File: src/rtl/ddr2_idelay_rst_seq_if.sv
// Sequencer-side signal bundle: DCM lock and IDELAYCTRL RDY in,
// IDELAYCTRL reset, PHY init reset and sequencer status out.
interface ddr2_idelay_rst_seq_if;
   logic       dcm_locked;
   logic       idelay_ctrl_rdy;
   logic       idelay_rst;
   logic       phy_init_rst;
   logic       seq_done;
   logic       seq_fail;
   logic [1:0] retry_cnt;

   modport master (
      input  dcm_locked,
      input  idelay_ctrl_rdy,
      output idelay_rst,
      output phy_init_rst,
      output seq_done,
      output seq_fail,
      output retry_cnt
   );

   modport slave (
      output dcm_locked,
      output idelay_ctrl_rdy,
      input  idelay_rst,
      input  phy_init_rst,
      input  seq_done,
      input  seq_fail,
      input  retry_cnt
   );
endinterface

File: src/rtl/ddr2_idelay_rst_seq.sv
// IDELAYCTRL bring-up sequencer in the clk200 domain: lock qualify,
// reset pulse, RDY qualify with timeout/retry, PHY init reset hold.
module ddr2_idelay_rst_seq #(
   parameter int unsigned LOCK_STABLE_CYC = 64,
   parameter int unsigned RST_PULSE_CYC   = 16,
   parameter int unsigned RDY_STABLE_CYC  = 32,
   parameter int unsigned RDY_TIMEOUT_CYC = 4096,
   parameter int unsigned MAX_RETRY       = 3
) (
   input logic                   clk200,
   input logic                   rst200,
   ddr2_idelay_rst_seq_if.master bus
);

   function automatic int unsigned max2(int unsigned a, int unsigned b);
      return (a > b) ? a : b;
   endfunction

   localparam int unsigned MAXP =
      max2(max2(LOCK_STABLE_CYC, RST_PULSE_CYC),
           max2(RDY_STABLE_CYC, RDY_TIMEOUT_CYC));
   localparam int CW = $clog2(MAXP) + 1;

   localparam logic [CW-1:0] LOCK_END  = CW'(LOCK_STABLE_CYC - 1);
   localparam logic [CW-1:0] PULSE_END = CW'(RST_PULSE_CYC - 1);
   localparam logic [CW-1:0] STAB_END  = CW'(RDY_STABLE_CYC - 1);
   localparam logic [CW-1:0] TO_END    = CW'(RDY_TIMEOUT_CYC - 1);
   localparam logic [1:0]    RETRY_MAX = 2'(MAX_RETRY);

   typedef enum logic [2:0] {
      S_WAIT_LOCK,
      S_RST_PULSE,
      S_WAIT_RDY,
      S_RDY_STABLE,
      S_DONE,
      S_FAIL
   } state_t;

   state_t        state, state_nx;
   logic [CW-1:0] cnt, cnt_nx;
   logic [1:0]    retry, retry_nx;
   logic          lock_m, lock_s;
   logic          rdy;
   logic          irst_q, prst_q, done_q, fail_q;

   assign rdy = bus.idelay_ctrl_rdy;

   always_ff @(posedge clk200) begin
      if (rst200) begin
         lock_m <= 1'b0;
         lock_s <= 1'b0;
      end else begin
         lock_m <= bus.dcm_locked;
         lock_s <= lock_m;
      end
   end

   always_comb begin
      state_nx = state;
      retry_nx = retry;
      cnt_nx   = cnt + 1'b1;
      // lock loss outranks everything short of a latched failure
      if (state != S_FAIL && !lock_s) begin
         state_nx = S_WAIT_LOCK;
         retry_nx = 2'd0;
      end else begin
         unique case (state)
            S_WAIT_LOCK: begin
               if (cnt == LOCK_END) state_nx = S_RST_PULSE;
            end
            S_RST_PULSE: begin
               if (cnt == PULSE_END) state_nx = S_WAIT_RDY;
            end
            S_WAIT_RDY: begin
               if (rdy) begin
                  state_nx = S_RDY_STABLE;
               end else if (cnt == TO_END) begin
                  if (retry < RETRY_MAX) begin
                     retry_nx = retry + 2'd1;
                     state_nx = S_RST_PULSE;
                  end else begin
                     state_nx = S_FAIL;
                  end
               end
            end
            S_RDY_STABLE: begin
               if (!rdy) state_nx = S_WAIT_RDY;
               else if (cnt == STAB_END) state_nx = S_DONE;
            end
            S_DONE: begin
               if (!rdy) begin
                  if (retry < RETRY_MAX) begin
                     retry_nx = retry + 2'd1;
                     state_nx = S_RST_PULSE;
                  end else begin
                     state_nx = S_FAIL;
                  end
               end
            end
            S_FAIL: begin
               state_nx = S_FAIL;
            end
            default: state_nx = S_WAIT_LOCK;
         endcase
      end
      if (state_nx != state || !lock_s) cnt_nx = '0;
      else if (state == S_FAIL) cnt_nx = cnt;
   end

   always_ff @(posedge clk200) begin
      if (rst200) begin
         state  <= S_WAIT_LOCK;
         cnt    <= '0;
         retry  <= 2'd0;
         irst_q <= 1'b1;
         prst_q <= 1'b1;
         done_q <= 1'b0;
         fail_q <= 1'b0;
      end else begin
         state  <= state_nx;
         cnt    <= cnt_nx;
         retry  <= retry_nx;
         irst_q <= (state_nx == S_WAIT_LOCK) ||
                   (state_nx == S_RST_PULSE) ||
                   (state_nx == S_FAIL);
         prst_q <= (state_nx != S_DONE);
         done_q <= (state_nx == S_DONE);
         fail_q <= (state_nx == S_FAIL);
      end
   end

   assign bus.idelay_rst   = irst_q;
   assign bus.phy_init_rst = prst_q;
   assign bus.seq_done     = done_q;
   assign bus.seq_fail     = fail_q;
   assign bus.retry_cnt    = retry;

endmodule

File: src/flat_wrapper.sv
// flat-port wrapper written by rule: the top's interface ports become plain ports
module ddr2_idelay_rst_seq_flat 
#(
   parameter int unsigned LOCK_STABLE_CYC = 64,
   parameter int unsigned RST_PULSE_CYC   = 16,
   parameter int unsigned RDY_STABLE_CYC  = 32,
   parameter int unsigned RDY_TIMEOUT_CYC = 4096,
   parameter int unsigned MAX_RETRY       = 3
)
  (clk200, rst200, bus_dcm_locked, bus_idelay_ctrl_rdy, bus_idelay_rst, bus_phy_init_rst, bus_seq_done, bus_seq_fail, bus_retry_cnt);
  ddr2_idelay_rst_seq_if bus_i ();
  input logic clk200;
  input logic rst200;
  input wire logic [$bits(bus_i.dcm_locked)-1:0] bus_dcm_locked;
  input wire logic [$bits(bus_i.idelay_ctrl_rdy)-1:0] bus_idelay_ctrl_rdy;
  output wire logic [$bits(bus_i.idelay_rst)-1:0] bus_idelay_rst;
  output wire logic [$bits(bus_i.phy_init_rst)-1:0] bus_phy_init_rst;
  output wire logic [$bits(bus_i.seq_done)-1:0] bus_seq_done;
  output wire logic [$bits(bus_i.seq_fail)-1:0] bus_seq_fail;
  output wire logic [$bits(bus_i.retry_cnt)-1:0] bus_retry_cnt;
  assign bus_i.dcm_locked = bus_dcm_locked;
  assign bus_i.idelay_ctrl_rdy = bus_idelay_ctrl_rdy;
  assign bus_idelay_rst = bus_i.idelay_rst;
  assign bus_phy_init_rst = bus_i.phy_init_rst;
  assign bus_seq_done = bus_i.seq_done;
  assign bus_seq_fail = bus_i.seq_fail;
  assign bus_retry_cnt = bus_i.retry_cnt;
  ddr2_idelay_rst_seq #(.LOCK_STABLE_CYC(LOCK_STABLE_CYC), .RST_PULSE_CYC(RST_PULSE_CYC), .RDY_STABLE_CYC(RDY_STABLE_CYC), .RDY_TIMEOUT_CYC(RDY_TIMEOUT_CYC), .MAX_RETRY(MAX_RETRY)) u_core (.clk200(clk200), .rst200(rst200), .bus(bus_i));
endmodule
File: config.mk
export PLATFORM = sky130hd
export DESIGN_NAME = ddr2_idelay_rst_seq_flat
export DESIGN_NICKNAME = d
export VERILOG_FILES = /design/src/rtl/ddr2_idelay_rst_seq_if.sv /design/src/rtl/ddr2_idelay_rst_seq.sv /design/src/flat_wrapper.sv
export SDC_FILE = /design/constraint.sdc
export NUM_CORES = 1
export LEC_CHECK = 0
export ABC_AREA = 1
export ABC_CLOCK_PERIOD_IN_PS = 1500
export CAP_MARGIN = 25
export CORE_ASPECT_RATIO = 1.4
export CORE_MARGIN = 4
export CORE_UTILIZATION = 56
export CTS_CLUSTER_DIAMETER = 30
export DETAILED_ROUTE_END_ITERATION = 7
export DONT_BUFFER_PORTS = 1
export PLACE_DENSITY = 0.85
export SYNTH_ARGS = -nofsm -noshare
export SYNTH_HDL_FRONTEND = slang
export SYNTH_SLANG_ARGS = --single-unit
File: constraint.sdc
create_clock -name clk200 -period 1.5 [get_ports clk200]
set_input_delay 0.3 -clock clk200 [delete_from_list [all_inputs] [get_ports clk200]]
set_output_delay 0.3 -clock clk200 [all_outputs]
set_load 0.1 [all_outputs]
==> results.rst, run 1 <==
.. list-table::
   :header-rows: 1

   * - Metric
     - Value
   * - Final clock period utilization by the worst path
     - 1.283
   * - R2R cell count
     - 12
   * - Bufs on Longest Clock Path
     - 2
   * - Largest net degree at the start of global routing
     - 14
   * - Worst-case setup margin in the final layout
     - -0.4243 ns
   * - Total of buffers placed on input and output ports
     - 0
   * - WP buf/inv
     - 1
   * - Average vias per placed instance
     - 5.777
   * - CTS tree
     - built
   * - Clk_lat worst skew
     - 0.32 ns
   * - Crit path cell chain
     - ha_4, nand3_4, nor2_4, nand2_2, nand2_2, nand3_2, nand2_4, nand2_2, nand2_2, nand2_2, buf_12, nor3_4
   * - Iteration-0 DRC count of the detailed router
     - 69
   * - Total wire length after detailed routing
     - 4773 um
   * - Top delay family on crit path
     - simple AND/OR/NAND/NOR gates
   * - Initial Util
     - 0.5866
   * - Number of top-level pins
     - 10
   * - Core outline area
     - 2391 sq um
   * - Setup crit start kind
     - register
   * - TritonCTS buffer count
     - 3
   * - Data arrival, critical path
     - 2.17 ns
   * - Nature of the critical path endpoint
     - register
   * - Via Count
     - 1525
   * - Final number of hold-violating endpoints
     - 0
   * - Critical Path Source
     - u_core.cnt[1]$_SDFFE_PP0P_
   * - Final instance count without filler cells
     - 264
   * - Placed instance count
     - 252
   * - Worst setup endpoint
     - u_core.cnt[8]$_SDFFE_PP0P_
   * - DR pass1 iterations
     - 4
   * - Combined area of all synthesized cells
     - 1403 sq um
   * - Detailed placement HPWL
     - 2645 um
   * - Count of clock tree sinks
     - 24
   * - Largest area contributor in the netlist
     - dfxtp_1
   * - Achievable frequency
     - 519.7 MHz
   * - Async SR Flop Fraction
     - 0
   * - Crit path max fanout
     - 7
   * - Top cells by area, synth
     - dfxtp_1 (34%), nand2_1 (9.1%), nor3_2 (8.6%)
   * - Max Cap Viol
     - 0
   * - Distinct cell type count after synthesis
     - 28
   * - Time the final worst path needs with I/O delays and setup
     - 1.924 ns
   * - Violated checks
     - negative setup slack
   * - Layout Nets
     - 237
   * - Root buffer cell
     - clkbuf_4
   * - Rel. slew slack
     - 0.7449
   * - Instance count on the critical path
     - 12
   * - Cell Rows
     - 21
   * - Setup Viol. Count Final
     - 22
   * - Antenna cell count
     - 0
   * - Final weighted congestion of routability-driven global placement
     - 0.9403
   * - Slew at the pin closest to its max-slew limit
     - 0.3791 ns
   * - Reg-to-Reg Start
     - u_core.cnt[1]$_SDFFE_PP0P_
   * - Final setup skew
     - 0.004839 ns
   * - Top_reg_cell synth
     - dfxtp_1
   * - Routed length per instance
     - 18.08 um
   * - Share of synthesized area occupied by flip-flops and latches
     - 0.3426
   * - Leading cell type in the layout, fill and taps excluded
     - buf_4
   * - Top-area cell type share of the netlist area
     - 0.3426
   * - Most frequent cells in the layout
     - buf_4 (38), nand2_1 (26), inv_1 (17)
   * - Antenna violation net count after detailed routing
     - 0
   * - Number of global-route vias before repair
     - 1412
   * - Endpoint of the worst-slack reg-to-reg timing path
     - u_core.cnt[8]$_SDFFE_PP0P_
   * - Number of antenna violations at the first check in global routing
     - 0
   * - Post-synthesis sequential element count
     - 24
   * - Syn Nets
     - 190
   * - Die Area
     - 3381 sq um
   * - Count of flip-flops with a built-in enable after synthesis
     - 0
   * - Total power
     - 964.4 uW
   * - Register clock-pin slew on the reported worst setup and hold paths
     - 0.13 ns
   * - Leakage power figure
     - 0.0008759 uW
   * - Final count of pins violating max slew
     - 0
   * - First-pass GRT wire length
     - 6465 um
   * - Share of layout cells above drive strength 1
     - 0.5348
   * - Core Util, Final
     - 0.8498
   * - Type of the setup path with the least slack
     - reg -> reg
   * - Syn-to-layout area delta
     - 44.87%
   * - Register-to-register setup slack
     - -0.42 ns
   * - Total of warnings raised by yosys
     - 0
   * - Worst IR Drop VDD
     - 0.0005385 V
   * - Die Y-Extent
     - 67.22 um
   * - Synth Instances
     - 184
   * - Required time of the worst setup path
     - 1.75 ns
   * - Classification of the worst-slack hold path
     - in -> reg
   * - Global Route Usage Sum
     - 0.2569
   * - Slowest cell on crit path
     - dfxtp_2
   * - Result of the run
     - finished, violations left
   * - Post-route DRC violation count
     - 0
   * - Power density normalized to cell area
     - 474.6 nW/um^2
   * - Width of the chip
     - 50.30 um
   * - Setup repair after global routing missed its margin
     - true
   * - GRT Residual Overflow
     - 0
   * - H-tree depth reported by CTS
     - 1
   * - Maximum single-stage delay on the critical path
     - 0.39 ns
   * - Average cell area after synthesis
     - 7.623 sq um
   * - Library cell appearing most often on the critical path
     - nand2_2
[per-layer routing]
layer,vias up,GRT usage,share of wire
met5,-,0,0
met4,0,0.1616,0.085
met3,40,0.03091,0.058
met2,87,0.5016,0.52
met1,718,0.2517,0.33
li1,680,-,-
[cells by family (layout without fill, tap and decap cells)]
family                     Yosys count  count (layout)  synth area share
adders and majority gates            2               2           0.01784
muxes                                1               1          0.007137
and+or+nand+nor                    111             112            0.4451
xor gates and xnor gates            12              12           0.07493
AOI/OAI and AO/OA                    7               7           0.02944
DFF                                 24              24            0.3426
buffers and inverters               27              72           0.08296
[cells in the mapped netlist, types with 2 or more instances]
cell type  number
nand2_2        10
nand2_1        34
nor3_1          4
nand2_4         3
xor2_1          8
nor2_2          4
inv_2           7
nor2_1         22
dfxtp_1        24
nor3_2         12
o21ai_1         2
nand4_1         4
nand3_1        11
buf_6           2
nor2_4          2
inv_1          17
ha_1            2
xnor2_1         4
o21ai_0         2
nand3_2         2
[sequential cells by signal, indices dropped and copies added (netlist names)]
register and flops:
u_core.cnt 13, u_core.state 3, u_core.bus.retry_cnt 2, u_core.bus.seq_fail 1, u_core.lock_s 1, u_core.bus.idelay_rst 1
u_core.lock_m 1, u_core.bus.seq_done 1, u_core.bus.phy_init_rst 1
[worst min-delay path by stage]
stage | depth (start not counted) | slack, ns | startpoint | end
after detailed placement | 1 | 0.38 | rst200 | u_core.lock_m$_SDFF_PP0_
final | 1 | 0.02 | rst200 | u_core.state[1]$_SDFF_PP0_
after global placement | 1 | 0.37 | rst200 | u_core.lock_s$_SDFF_PP0_
after floorplan | 2 | 0.39 | u_core.lock_m$_SDFF_PP0_ | u_core.lock_s$_SDFF_PP0_
after CTS | 1 | 0.02 | rst200 | u_core.lock_m$_SDFF_PP0_
after global routing | 1 | 0.01 | rst200 | u_core.state[1]$_SDFF_PP0_
[stage by stage]
| step | area [sq um] | setup slack [ns] | hold WS (ns) | TNS, ns |
|---|---|---|---|---|
| detailed placement | 1733 | -0.3041 | 0.3756 | -4.099 |
| global route | 2032 | -0.4842 | 0.01453 | -8.525 |
| finish | 2032 | -0.4243 | 0.02197 | -6.967 |
| floorplan | 1430 | -0.1083 | 0.3883 | -1.083 |
| global placement | 1733 | -0.1869 | 0.3740 | -2.117 |
| CTS | 1863 | -0.1771 | 0.02381 | -2.635 |
[what timing repair did]
action                                  4_1_cts  5_1_grt
buffers inserted                              2        4
gates resized for setup                      21       30
hold buffers                                  0        0
gates cloned                                  1        1
endpoints found under the setup margin       22       22
pin swaps                                     4       11
hold endpoints to repair                      0        0
[power by group]
part | internal, uW | total (uW) | switching (uW)
sequential | 637 | 638 | 1.53
clock | 104 | 297 | 193
combinational | 9.08 | 28.7 | 19.6
[final cells by class]
class / count / area (sq um)
clock buffer: 4 / 26.28
fill: 109 / 359.1
inverter: 24 / 90.09
multi-input combinational: 134 / 1001
sequential: 24 / 496.7
tap: 34 / 42.54
timing repair buffer: 44 / 375.4
No activity file was read; power rests on OpenSTA's default activity.
==> run 2: changes to the inputs <==
--- a/config.mk
+++ b/config.mk
@@ -15,6 +15,8 @@
 export DETAILED_ROUTE_END_ITERATION = 7
 export DONT_BUFFER_PORTS = 1
 export PLACE_DENSITY = 0.85
+export SKIP_LAST_GASP = 1
+export SLEW_MARGIN = 0
 export SYNTH_ARGS = -nofsm -noshare
 export SYNTH_HDL_FRONTEND = slang
 export SYNTH_SLANG_ARGS = --single-unit
==> results.rst, run 2 (synthesized netlist as in run 1, its figures left out) <==
.. list-table::
   :header-rows: 1

   * - Metric
     - Value
   * - Setup Viol. Count Final
     - 22
   * - Result of the run
     - finished, violations left
   * - Total wire length after detailed routing
     - 4781 um
   * - Number of global-route vias before repair
     - 1412
   * - Hold bufs inserted after CTS
     - 0
   * - Average vias per placed instance
     - 5.712
   * - Achievable frequency
     - 522.3 MHz
   * - Required time of the worst setup path
     - 1.76 ns
   * - Leakage power figure
     - 0.0008759 uW
   * - Crit path max fanout
     - 7
   * - Clk_lat worst skew
     - 0.33 ns
   * - Leading cell type in the layout, fill and taps excluded
     - buf_4
   * - Worst IR Drop VDD
     - 0.0005383 V
   * - Hold path depth
     - 1
   * - R2R cell count
     - 12
   * - Routed length per instance
     - 18.11 um
   * - Hold Crit Start
     - rst200
   * - Register bank with the most flops
     - u_core.cnt
   * - Largest net degree at the start of global routing
     - 14
   * - Data arrival, critical path
     - 2.17 ns
   * - Classification of the worst-slack hold path
     - in -> reg
   * - Final count of pins violating max slew
     - 0
   * - Final clock period utilization by the worst path
     - 1.276
   * - Nature of the critical path endpoint
     - register
   * - Most frequent cells in the layout
     - buf_4 (38), nand2_1 (26), inv_1 (17)
   * - Final number of hold-violating endpoints
     - 0
   * - Hold slack
     - 0.01431 ns
   * - TritonCTS buffer count
     - 3
   * - Worst-case setup margin in the final layout
     - -0.4146 ns
   * - Number of top-level pins
     - 10
   * - Time the final worst path needs with I/O delays and setup
     - 1.915 ns
   * - Number of antenna violations at the first check in global routing
     - 0
   * - Width of the chip
     - 50.30 um
   * - Max Cap Viol
     - 0
   * - Setup crit start kind
     - register
   * - First-pass GRT wire length
     - 6465 um
   * - Final-layout fill cell count
     - 109
   * - Global Route Usage Sum
     - 0.2569
   * - H-tree depth reported by CTS
     - 1
   * - Iteration-0 DRC count of the detailed router
     - 69
   * - Slew at the pin closest to its max-slew limit
     - 0.3791 ns
   * - Die Y-Extent
     - 67.22 um
   * - Total of buffers placed on input and output ports
     - 0
   * - Post-route DRC violation count
     - 0
   * - Cell Rows
     - 21
   * - CTS tree
     - built
   * - Root buffer cell
     - clkbuf_4
   * - Critical Path Source
     - u_core.cnt[1]$_SDFFE_PP0P_
   * - Count of clock tree sinks
     - 24
   * - Final setup TNS
     - -6.892 ns
   * - Final weighted congestion of routability-driven global placement
     - 0.9403
   * - Final instance count without filler cells
     - 264
   * - Type of the setup path with the least slack
     - reg -> reg
   * - Antenna cell count
     - 0
   * - GRT Residual Overflow
     - 0
   * - Placed instance count
     - 252
   * - Layout Nets
     - 237
   * - Via Count
     - 1508
   * - Detailed placement HPWL
     - 2645 um
   * - Setup repair after global routing missed its margin
     - true
   * - DR pass1 iterations
     - 4
   * - Antenna violation net count after detailed routing
     - 0
   * - Register clock-pin slew on the reported worst setup and hold paths
     - 0.13 ns
   * - Final setup skew
     - 0.004194 ns
   * - Max FFs per register
     - 13
   * - Reg-to-Reg Start
     - u_core.cnt[1]$_SDFFE_PP0P_
   * - Share of layout cells above drive strength 1
     - 0.5348
   * - Core outline area
     - 2391 sq um
   * - Violated checks
     - negative setup slack
   * - Initial Util
     - 0.5866
   * - Power density normalized to cell area
     - 477.2 nW/um^2
   * - Bufs on Longest Clock Path
     - 2
   * - Syn-to-layout area delta
     - 44.87%
   * - Die Area
     - 3381 sq um
   * - Rel. slew slack
     - 0.7449
## run 2: cell counts in the layout (fill, tap and decap cells not counted)
No cell type changed its count.
## run 2: power breakdown
group          internal (uW)  total [uW]  leakage [uW]  switching (uW)
Combinational           9.08        28.7      0.000662            19.7
Sequential               637         638      0.000199            1.52
Clock                    105         303     0.0000150             198
## run 2: timing repair
action / in CTS / in global routing
endpoints found under the setup margin: 22 / 22
buffers inserted: 2 / 4
gates resized for setup: 21 / 30
pin swaps: 4 / 11
cloned: 1 / 1
## run 2: worst paths after layout
| path | end | slack (ns) |
|---|---|---|
| worst min register to register | u_core.lock_s$_SDFF_PP0_ | 0.42 |
| worst max-delay path | u_core.cnt[8]$_SDFFE_PP0P_ | -0.41 |
| worst max register to register | u_core.cnt[8]$_SDFFE_PP0P_ | -0.41 |
| worst min-delay path | u_core.state[1]$_SDFF_PP0_ | 0.01 |
## run 2: metrics by stage
step | instance area [sq um] | total power [uW] | util | worst slack (ns)
global placement | 1733 | 670.9 | 0.7248 | -0.1869
global route | 2032 | 984.8 | 0.8498 | -0.4842
floorplan | 1430 | 672.4 | - | -0.1083
finish | 2032 | 969.6 | 0.8498 | -0.4146
CTS | 1863 | 956.9 | 0.7792 | -0.1771
detailed placement | 1733 | 672.3 | 0.7248 | -0.3041
## run 2: metal layers
metal,share of wire,track usage
met5,0,0
met4,0.081,0.1616
met3,0.058,0.03091
met2,0.52,0.5016
met1,0.34,0.2517
## run 2: critical path, cell delays in order (launching register included)
cell	delay, ns
dfxtp_2	0.39
ha_4	0.17
nand3_4	0.14
nor2_4	0.17
nand2_2	0.10
nand2_2	0.08
nand3_2	0.08
nand2_4	0.09
nand2_2	0.07
nand2_2	0.06
nand2_2	0.11
buf_12	0.18
nor3_4	0.19
## run 2: area by class of cell
type / count / area, sq um / share of cell area
Clock buffer: 4 / 26.28 / 0.01293
Inverter: 24 / 90.09 / 0.04433
Multi-Input combinational cell: 134 / 1001 / 0.4926
Sequential cell: 24 / 496.7 / 0.2445
Tap cell: 34 / 42.54 / 0.02094
Timing Repair Buffer: 44 / 375.4 / 0.1847
==> run 3: changes to the inputs <==
--- a/config.mk
+++ b/config.mk
@@ -11,7 +11,7 @@
 export CORE_ASPECT_RATIO = 1.4
 export CORE_MARGIN = 4
 export CORE_UTILIZATION = 56
-export CTS_CLUSTER_DIAMETER = 30
+export CTS_CLUSTER_DIAMETER = 150
 export DETAILED_ROUTE_END_ITERATION = 7
 export DONT_BUFFER_PORTS = 1
 export PLACE_DENSITY = 0.85
==> results of run 3 <==
Final layout, timing and power as in run 2 (identical DEF).
==> edit, RTL diff (config.mk and constraints of run 1) <==
The 6 states of `state_t` get a one-hot encoding in 6 bits.
--- a/src/rtl/ddr2_idelay_rst_seq.sv
+++ b/src/rtl/ddr2_idelay_rst_seq.sv
@@ -27,13 +27,13 @@
    localparam logic [CW-1:0] TO_END    = CW'(RDY_TIMEOUT_CYC - 1);
    localparam logic [1:0]    RETRY_MAX = 2'(MAX_RETRY);
 
-   typedef enum logic [2:0] {
-      S_WAIT_LOCK,
-      S_RST_PULSE,
-      S_WAIT_RDY,
-      S_RDY_STABLE,
-      S_DONE,
-      S_FAIL
+   typedef enum logic [5:0] {
+      S_WAIT_LOCK  = 6'b000001,
+      S_RST_PULSE  = 6'b000010,
+      S_WAIT_RDY   = 6'b000100,
+      S_RDY_STABLE = 6'b001000,
+      S_DONE       = 6'b010000,
+      S_FAIL       = 6'b100000
    } state_t;
 
    state_t        state, state_nx;
Formal check against the unedited RTL: same outputs for any inputs over 10 cycles, from zero or initial values and one cycle with rst200 high; not proved beyond that.
==> edit against run 1 <==
The run still ends with negative setup slack left; final area is 6.3% higher; worst setup slack improved by 82 ps; routed wire length decreased by 6.9%; count of clock-buffer cells in the layout down 1; global-route usage shrank 1.6 points; total power increased by 11%; synthesized area grew 11%; largest cell class unchanged; sequential cell count grew 3.
==> edit: results (changes against run 1) <==
Parameter                              Value

Placement
  # placed instances    290 (+15%)
  Final HPWL from detailed placement    2890 µm (+9.2%)
  Final GP Congestion    0.925 (-1.6%)
  Placement Cell Area    1940 µm² (+12%)

Synth
  Sequential cell area fraction in the yosys report    34.6% (+0.33 points)
  Post-synthesis compound-gate area fraction    2.64% (-0.30 points)
  Syn nets    220 (+16%)
  Fraction of synthesized cell area in xor and xnor cells    6.73% (-0.77 points)

Global routing
  Global router's overall resource usage    24.1% (-1.6 points)
  Global-route wire length before repair    6850 µm (+6.0%)
  M1 GR Usage    24.1% (-1.0 points)
  Met3 layer usage reported by global route    3.20% (+0.11 points)

Timing
  Total Negative Setup Slacks    -4620 ps (+2340 ps)
  Setup violation total in the final timing report    16 (-27%)
  Setup ws final    -342 ps (+81.8 ps)

Detailed routing
  Routed met3 length    173 µm (-38%)
  Amount of wire on met2 after detailed routing    2540 µm (+2.1%)
  Drt first-iter violations    60 (-13%)
  Count of vias placed by the detailed router    1626 (+6.6%)

Critical path
  Arrival time at the worst endpoint    2100 ps (-70 ps)
  Path depth of the worst reg2reg path    11 (-1)

Power and ir drop
  Worst voltage drop across the vdd grid    0.527 mV (-2.2%)
  Leakage component of the power    0.896 nW (+2.3%)
  Net Switching    242 µW (+13%)

Run status
  Result of the run    finished, violations left
  Violated checks    negative setup slack

Layout
  Share of layout cells above drive strength 1    44.4% (-9.1 points)
  Number of nets in the final layout    273 (+15%)
==> edit: changes by cell type after synthesis, sizes merged, moves of 3 or more <==
cell | run 1 | this run
o21ai | 4 | 1
nor2 | 28 | 40
or2 | 1 | 4
dfxtp | 24 | 27
nand3 | 14 | 20
nand2 | 47 | 53
a21oi | 2 | 5
==> edit: cell type report <==
type	count	area, µm²
Clock inverter	1	5.00
Multi-Input combinational cell	161	1020
Fill cell	152	482
Timing Repair Buffer	51	410
Sequential cell	27	567
Tap cell	36	45.0
Inverter	23	86.3
Clock buffer	3	22.5
==> edit: what timing repair did <==
action / CTS / global route
hold buffers: 0 / 1
gates resized for setup: 18 / 22
hold endpoints to repair: 0 / 7
gates cloned: 1 / 0
setup buffers: 4 / 2
setup endpoints to repair: 20 / 25
pin swaps: 5 / 7
==> edit: critical path, delay by kind of cell (launching register included) <==
kind                   cells  cell delay [ps]
AND/OR/NAND/NOR            8              910
flip-flops                 1              370
buffers and inverters      2              340
AO/OA/AOI/OAI              1              150
